### src/rtl/mem_stage.sv
// mem_stage: RV32I memory-access stage with integrated MEM/WB pipeline register.
// Issues loads/stores on a req/ready + rvalid data bus, formats load data and
// freezes the upstream pipeline (stall_mem) while an access is outstanding.
// Optional feature: define MISALIGN_TRAP_EN to trap misaligned half/word accesses
// (no bus request, misalign_wb flagged) instead of aligning them down.
module mem_stage #(
    parameter int AW = 32
) (
    input  logic          clk,
    input  logic          rst,
    input  logic          load_mem,
    input  logic          store_mem,
    input  logic [2:0]    funct3_mem,
    input  logic [31:0]   alu_data_mem,
    input  logic [31:0]   rs2_data_mem,
    input  logic [4:0]    rd_mem,
    input  logic          im_to_rf_mem,
    input  logic [31:0]   pc_plus_4_mem,
    output logic          stall_mem,
    output logic          dmem_req,
    output logic          dmem_we,
    output logic [AW-1:0] dmem_addr,
    output logic [3:0]    dmem_be,
    output logic [31:0]   dmem_wdata,
    input  logic          dmem_ready,
    input  logic          dmem_rvalid,
    input  logic [31:0]   dmem_rdata,
    output logic [4:0]    rd_wb,
    output logic          im_to_rf_wb,
    output logic          load_wb,
    output logic [31:0]   pc_plus_4_wb,
    output logic [31:0]   alu_data_wb,
    output logic [31:0]   load_data_wb,
    output logic          misalign_wb
);

    typedef enum logic [1:0] {
        S_IDLE   = 2'd0,
        S_REQ    = 2'd1,
        S_WAIT_R = 2'd2
    } state_e;

    state_e        state_q, state_d;

    // Access captured at issue, replayed while the bus withholds ready
    logic [AW-1:0] addr_q, addr_d;
    logic [3:0]    be_q, be_d;
    logic [31:0]   wdata_q, wdata_d;
    logic [4:0]    rd_q, rd_d;
    logic [2:0]    funct3_q, funct3_d;
    logic [1:0]    ofs_q, ofs_d;
    logic          we_q, we_d;

    // MEM/WB pipeline register
    logic [4:0]    rd_wb_q, rd_wb_d;
    logic          im_to_rf_wb_q, im_to_rf_wb_d;
    logic          load_wb_q, load_wb_d;
    logic [31:0]   pc_plus_4_wb_q, pc_plus_4_wb_d;
    logic [31:0]   alu_data_wb_q, alu_data_wb_d;
    logic [31:0]   load_data_wb_q, load_data_wb_d;
    logic          misalign_wb_q, misalign_wb_d;

    logic          op_in;
    logic          trap_in;
    logic [1:0]    a_in;
    logic [AW-1:0] addr_in;
    logic [3:0]    be_in;
    logic [31:0]   wdata_in;

    assign op_in   = load_mem | store_mem;
    assign a_in    = alu_data_mem[1:0];
    assign addr_in = {alu_data_mem[AW-1:2], 2'b00};

`ifdef MISALIGN_TRAP_EN
    // Half with odd address or word not on a 4-byte boundary never reaches the bus
    assign trap_in = (state_q == S_IDLE) && op_in &&
                     ((funct3_mem[1:0] == 2'b01) ? a_in[0] :
                      (funct3_mem[1:0] == 2'b00) ? 1'b0 : (a_in != 2'b00));
`else
    assign trap_in = 1'b0;
`endif

    // Sign/zero-extend the addressed lane of the returned word
    function automatic logic [31:0] format_load(input logic [2:0]  f3,
                                                input logic [1:0]  a,
                                                input logic [31:0] d);
        logic [7:0]  b;
        logic [15:0] h;
        b = d[{a, 3'b000} +: 8];
        h = d[{a[1], 4'b0000} +: 16];
        case (f3)
            3'b000:  format_load = {{24{b[7]}}, b};
            3'b100:  format_load = {24'h0, b};
            3'b001:  format_load = {{16{h[15]}}, h};
            3'b101:  format_load = {16'h0, h};
            default: format_load = d;
        endcase
    endfunction

    // Byte enables and lane-replicated store data for the incoming access
    always_comb begin
        // NOTE: every output of a combinational block gets a default first, so no
        // path through the case leaves it unassigned and infers a latch.
        be_in    = 4'b1111;
        wdata_in = rs2_data_mem;
        case (funct3_mem[1:0])
            2'b00: begin
                be_in    = 4'b0001 << a_in;
                wdata_in = {4{rs2_data_mem[7:0]}};
            end
            2'b01: begin
                be_in    = a_in[1] ? 4'b1100 : 4'b0011;
                wdata_in = {2{rs2_data_mem[15:0]}};
            end
            default: ;  // word, and undefined encodings behave as word
        endcase
    end

    // Next-state and capture logic
    always_comb begin
        state_d  = state_q;
        addr_d   = addr_q;
        be_d     = be_q;
        wdata_d  = wdata_q;
        rd_d     = rd_q;
        funct3_d = funct3_q;
        ofs_d    = ofs_q;
        we_d     = we_q;
        case (state_q)
            S_IDLE: begin
                if (op_in && !trap_in) begin
                    addr_d   = addr_in;
                    be_d     = be_in;
                    wdata_d  = wdata_in;
                    rd_d     = rd_mem;
                    funct3_d = funct3_mem;
                    ofs_d    = a_in;
                    we_d     = !load_mem;  // load wins when both are set
                    if (!dmem_ready) state_d = S_REQ;
                    else if (load_mem) state_d = S_WAIT_R;
                end
            end
            S_REQ: begin
                if (dmem_ready) state_d = we_q ? S_IDLE : S_WAIT_R;
            end
            S_WAIT_R: begin
                if (dmem_rvalid) state_d = S_IDLE;
            end
            default: state_d = S_IDLE;
        endcase
    end

    // Bus outputs and pipeline stall
    always_comb begin
        dmem_req   = 1'b0;
        dmem_we    = 1'b0;
        dmem_addr  = '0;
        dmem_be    = '0;
        dmem_wdata = '0;
        stall_mem  = 1'b0;
        case (state_q)
            S_IDLE: begin
                if (op_in && !trap_in) begin
                    dmem_req   = 1'b1;
                    dmem_we    = !load_mem;
                    dmem_addr  = addr_in;
                    dmem_be    = be_in;
                    dmem_wdata = wdata_in;
                    stall_mem  = !(dmem_ready && !load_mem);
                end
            end
            S_REQ: begin
                dmem_req   = 1'b1;
                dmem_we    = we_q;
                dmem_addr  = addr_q;
                dmem_be    = be_q;
                dmem_wdata = wdata_q;
                stall_mem  = !(dmem_ready && we_q);
            end
            S_WAIT_R: begin
                stall_mem = !dmem_rvalid;
            end
            default: ;
        endcase
    end

    // MEM/WB next values; a stalled cycle is passed on as a bubble
    always_comb begin
        rd_wb_d        = (state_q == S_IDLE) ? rd_mem : rd_q;
        im_to_rf_wb_d  = im_to_rf_mem && !stall_mem && !trap_in;
        load_wb_d      = load_mem && !stall_mem && !trap_in;
        pc_plus_4_wb_d = pc_plus_4_mem;
        alu_data_wb_d  = alu_data_mem;
        misalign_wb_d  = trap_in;
        load_data_wb_d = '0;
        if (state_q == S_WAIT_R && dmem_rvalid)
            load_data_wb_d = format_load(funct3_q, ofs_q, dmem_rdata);
    end

    // State, capture and MEM/WB registers; reset abandons any access in flight
    always_ff @(posedge clk or posedge rst) begin
        if (rst) begin
            state_q        <= S_IDLE;
            addr_q         <= '0;
            be_q           <= '0;
            wdata_q        <= '0;
            rd_q           <= '0;
            funct3_q       <= '0;
            ofs_q          <= '0;
            we_q           <= 1'b0;
            rd_wb_q        <= '0;
            im_to_rf_wb_q  <= 1'b0;
            load_wb_q      <= 1'b0;
            pc_plus_4_wb_q <= '0;
            alu_data_wb_q  <= '0;
            load_data_wb_q <= '0;
            misalign_wb_q  <= 1'b0;
        end else begin
            // NOTE: non-blocking assignments so every register samples the
            // pre-edge values, independent of statement order.
            state_q        <= state_d;
            addr_q         <= addr_d;
            be_q           <= be_d;
            wdata_q        <= wdata_d;
            rd_q           <= rd_d;
            funct3_q       <= funct3_d;
            ofs_q          <= ofs_d;
            we_q           <= we_d;
            rd_wb_q        <= rd_wb_d;
            im_to_rf_wb_q  <= im_to_rf_wb_d;
            load_wb_q      <= load_wb_d;
            pc_plus_4_wb_q <= pc_plus_4_wb_d;
            alu_data_wb_q  <= alu_data_wb_d;
            load_data_wb_q <= load_data_wb_d;
            misalign_wb_q  <= misalign_wb_d;
        end
    end

    assign rd_wb        = rd_wb_q;
    assign im_to_rf_wb  = im_to_rf_wb_q;
    assign load_wb      = load_wb_q;
    assign pc_plus_4_wb = pc_plus_4_wb_q;
    assign alu_data_wb  = alu_data_wb_q;
    assign load_data_wb = load_data_wb_q;
    assign misalign_wb  = misalign_wb_q;

endmodule

### config.mk
export PLATFORM = sky130hd
export DESIGN_NAME = mem_stage
export DESIGN_NICKNAME = d
export VERILOG_FILES = /design/src/rtl/mem_stage.sv
export SDC_FILE = /design/constraint.sdc
export NUM_CORES = 1
export LEC_CHECK = 0
export CORE_MARGIN = 10
export CORE_UTILIZATION = 46
export DETAILED_ROUTE_END_ITERATION = 12
export PLACE_DENSITY = 0.86
export SLEW_MARGIN = 20
export SYNTH_ARGS = -nofsm -noshare
export SYNTH_HDL_FRONTEND = slang
export SYNTH_SLANG_ARGS = --single-unit
### constraint.sdc
create_clock -name clk -period 10.09 [get_ports clk]
set_input_delay 2.018 -clock clk [delete_from_list [all_inputs] [get_ports clk]]
set_output_delay 2.018 -clock clk [all_outputs]
set_load 0.01 [all_outputs]
Yosys cells after proc, flatten, opt, wreduce, memory -nomap -nowiden
Cells that the tools add are included.
{"block": "classes", "bitwise_logic": 1, "mux": 25, "reduce_logical": 15, "eq_ne": 10, "shifts": 3}
{"cell": "$pmux 32 s2", "count": 3}
{"cell": "$pmux 32 s4", "count": 1}
{"cell": "$mux 32", "count": 3}
{"cell": "$shiftx 32x6->16", "count": 1}
{"cell": "$shiftx 32x6->8", "count": 1}
{"cell": "$pmux 4 s2", "count": 2}
{"cell": "$mux 2", "count": 6}
{"cell": "$mux 4", "count": 2}
{"cell": "$eq 3x3->1 const B", "count": 2}
{"cell": "$ne 2x2->1 const B", "count": 3}
{"cell": "$pmux 2 s3", "count": 1}
{"cell": "$logic_and 1x1->1", "count": 5}
{"cell": "$logic_not 1->1", "count": 5}
{"cell": "$mux 5", "count": 1}
{"cell": "$eq 2x1->1 const B", "count": 2}
{"cell": "$logic_not 2->1", "count": 2}
{"cell": "$pmux 1 s2", "count": 2}
{"cell": "$reduce_and 4->1", "count": 1}
{"cell": "$shl 1x2->4 const A", "count": 1}
{"cell": "$eq 3x1->1 const B", "count": 1}
{"cell": "$logic_not 3->1", "count": 1}
{"cell": "$mux 1", "count": 3}
{"cell": "$ne 3x3->1 const B", "count": 1}
{"cell": "$pmux 1 s3", "count": 1}
{"cell": "3 further kinds", "count": 3}
{"block": "word_totals", "wordCells": 68, "register_bits": 182, "input_bits": 143, "out_inout_bits": 175}

Longest topological paths before layout
{"block": "logic_depth", "ltp_word": 7, "ltp_mapped": 7, "ltp_nobuf": 4}

Worst setup path before layout
OpenSTA, ideal clock, no wires.
{"block": "synth_path", "kind": "input to output", "from": "input funct3_mem[0]", "to": "output dmem_wdata[28]", "cell_stages": 5, "arrival_ns": 3.044, "t_required_ns": 8.072, "setup_slack_ns": 5.028, "path_buffers": 1, "path_cell_list": "clkbuf_1 > mux2_2 > mux2i_1 > nor2_1 > a21o_1"}
{"block": "synth_between", "elab_chain_len": 4, "elab_cells_between_ends": 5, "classes_between": "1 x eq/ne; 3 x mux; 1 x reduce/logical"}
{"item": "from (decl)", "line_no": "13", "text": "input logic [2:0] funct3_mem,"}
{"item": "$eq 2x1->1 or $logic_not 2->1 (tied branches)", "line_no": "106", "text": "case (funct3_mem[1:0])"}
{"item": "$pmux 32 s2 (*)", "line_no": "106"}
{"item": "$mux 32 (*)", "line_no": "163", "text": "if (op_in && !trap_in) begin"}
{"item": "$pmux 32 s2 (*)", "line_no": "161", "text": "case (state_q)"}
{"item": "to (decl)", "line_no": "24", "text": "output logic [31:0] dmem_wdata,"}
Mark *: on every way between the ends. The rest lies on a longest branch, timed or not.

Worst setup path in the final report
{"block": "layout_path", "from": "input load_mem", "to": "output dmem_be[2]"}
{"block": "layout_between", "elab_chain_len": 3}
{"item": "from (decl)", "line_no": "11", "text": "input logic load_mem,"}
{"item": "$or 1x1->1", "line_no": "70", "text": "assign op_in = load_mem | store_mem;"}
{"item": "$mux 4", "line_no": "163"}
{"item": "$pmux 4 s2", "line_no": "161"}
{"item": "to (decl)", "line_no": "23", "text": "output logic [3:0] dmem_be,"}
No other way between the ends.

==> results_dict.tcl <==
set metrics [dict create \
    die_area_um2 21600 \
    start_kind "input port" \
    coreArea_um2 15900 \
    synth_top_area_share 0.613 \
    start_util 0.468 \
    max-clock-path-buffers 2 \
    dpl.hpwl_um 19700 \
    synth_top_area_cell "dfrtp_1" \
    grtUsageMet1 0.285 \
    antenna_found_initial 2 \
    synth_top_flop_cell "dfrtp_1" \
    synthCells 744 \
    viasPerCell 5.19 \
    criticalPathCategory "input port to output pin" \
    place_area_um2 10700 \
    clk-insertion-delay-late_ns 0.44 \
    rsz0062_at_grt "false" \
    root_buffer "clkbuf_16" \
    finalHoldViolCount 0 \
    rows 46 \
    finalWirelength_um 26900 \
    avgSynthCellArea_um2 9.99 \
    grt_pass1_vias 6858 \
    critPathMaxFanout 67 \
    numClockSinks 182 \
    maxSlewViolCount 0 \
    cts_max_level 4 \
    syn_to_final_growth_pct 52.2 \
    grt_use_total 0.244 \
    met2_usage 0.404 \
    period_share 0.681 \
    stdcell_area_um2 11300 \
    final_cell_mix "314 x clkdlybuf4s50_1, 280 x nand2_1, 182 x dfrtp_1, 43 x a21oi_1, 32 x a21o_1" \
    required_ns 8.07 \
    pre_cts_ws_ns 3.21 \
    layout_commonest_cell "clkdlybuf4s50_1" \
    max_freq_mhz 145 \
    relSlewSlack 0.340 \
    synthArstFlopShare 1.00 \
    avgRoutedWirePerCell_um 21.2 \
    status "completed" \
    grt_use_met3 0.0820 \
    final.min_clock_period_ns 6.88 \
    die_h_um 147 \
    place_congestion 0.880 \
    fillers 1154 \
    synth_enable_flop_cells 0 \
    die_x_um 147 \
    synth-seq-area-share 0.613 \
    drtPass1Iterations 5 \
    grt_pass1_wl_um 40700 \
    route.detailed.drc 0 \
    setup-tns-final_ns 0 \
    syn_area_um2 7430 \
    yosys_register_bits 182 \
    p_per_area_nw_per_um2 219 \
    crit_path_end_kind "output pin" \
    finalSetupViolCount 0 \
    io_pins 318 \
    power_uw 2480 \
    postLayoutCoreUtil 0.712 \
    cts_setup_buffers 0 \
    p_leak_uw 0.00543 \
    netlist_top_cells_area "dfrtp_1 61%, nand2_1 14%, mux2_2 4.1%" \
    cts.clk_slew.worst_paths_ns 0.07 \
    ant_nets 0 \
    multi_input_area_um2 2590 \
    vias 6602 \
    grt_max_degree 81 \
    drv_cap 0 \
    drive_gt1_frac 0.0778 \
    setup_ws_ns 3.21 \
    ir_drop_mv 0.131 \
    drtIter0Drc 413 \
    cts_tree "built" \
    min_path_type "register to register" \
    skew_ns 0.0138 \
    numCtsBuffers 17 \
    overflow 0 \
    port-buffer-count 314 \
    holdBufCountCts 0 \
    yosys_warnings 0 \
    arrival_ns 4.86 \
    busiest_layer "met2" \
    nNetsFinal 1184 \
    cts_resized 0 \
    synth.distinct_cells 38 \
    seq_area_um2 4550 \
    worst_pin_slew_ns 0.987 \
]
==> final timing paths <==
| path | from | slack [ns] | endpoint | cells past startpoint |
|---|---|---|---|---|
| hold / removal | rd_q[3] | 0.48 | rd_q[3] | 2 |
| setup / recovery | load_mem | 3.21 | dmem_be[2] | 6 |
| setup reg to reg | state_q[1] | 7.30 | wdata_q[26] | 5 |
| hold reg to reg | rd_q[3] | 0.48 | rd_q[3] | 2 |
| max in group asynchronous | rst | 6.12 | alu_data_wb[2] | 4 |
| min in group asynchronous | rst | 2.09 | pc_plus_4_wb[3] | 2 |
==> metrics by stage <==
| stage | instances | hold WS [ns] |
|---|---|---|
| 4_1_cts | 1270 | 0.479 |
| 2_1_floorplan | 746 | 0.442 |
| 3_3_place_gp | 1238 | 0.456 |
| 3_5_place_dp | 1238 | 0.463 |
| 6_report | 1272 | 0.476 |
| 5_1_grt | 1272 | 0.495 |
==> cell families (layout without fill, tap and decap cells) <==
logic type,after synthesis,in the layout,share of synthesized area
muxes,40,40,0.0608
other,1,5,0.000505
DFF,182,182,0.613
AOI/OAI and AO/OA,122,122,0.110
and+or+nand+nor,325,325,0.174
buffers and inverters,74,382,0.0421
==> final cells by class <==
type,instances,area share
tap,216,0.0239
inverter,29,0.0101
multi-input combinational,490,0.229
clock buffer,19,0.0383
sequential,182,0.403
clock inverter,13,0.0126
antenna,2,0.000443
timing repair buffer,321,0.283
==> cell usage after synthesis (2+ instances only) <==
| library cell | n |
|---|---|
| o21ai_0 | 18 |
| a221o_1 | 2 |
| nor4_2 | 2 |
| nor2_1 | 23 |
| nand2_1 | 280 |
| dfrtp_1 | 182 |
| nor2b_1 | 3 |
| a21oi_1 | 43 |
| buf_2 | 13 |
| mux2i_1 | 11 |
| nor3_1 | 5 |
| o22ai_1 | 2 |
| inv_1 | 29 |
| buf_4 | 3 |
| o21a_1 | 2 |
| a21o_1 | 32 |
| mux2_2 | 27 |
| clkbuf_1 | 27 |
| a31oi_1 | 6 |
| a221oi_1 | 7 |
| nand2b_1 | 5 |
| o221a_2 | 6 |
==> state kept, by name (all words and copies together) (netlist names) <==
name / cells
load_wb: 1
be_q: 4
wdata_q: 32
rd_q: 5
pc_plus_4_wb: 32
im_to_rf_wb: 1
addr_q: 30
state_q: 2
ofs_q: 2
alu_data_wb: 32
we_q: 1
rd_wb: 5
funct3_q: 3
load_data_wb: 32
==> power by group <==
part / leakage [uW] / internal (uW) / switching, uW
Combinational: 0.00292 / 399 / 418
Sequential: 0.00224 / 885 / 121
Clock: 0.000273 / 349 / 305
Total: 0.00543 / 1630 / 844
==> critical path: stages <==
cell             delay [ns]
clkdlybuf4s50_1        0.56
o21ai_4                0.66
buf_4                  0.68
o21ai_0                0.19
nor2b_1                0.17
clkdlybuf4s50_1        0.53
==> per-layer routing <==
layer  vias to the layer above  wire length [um]
met5                         -                 0
met1                      3197             10200
li1                       3013                 -
met2                       347             13400
met4                         0               667
met3                        45              2620
(Power assumes the default switching activity.)
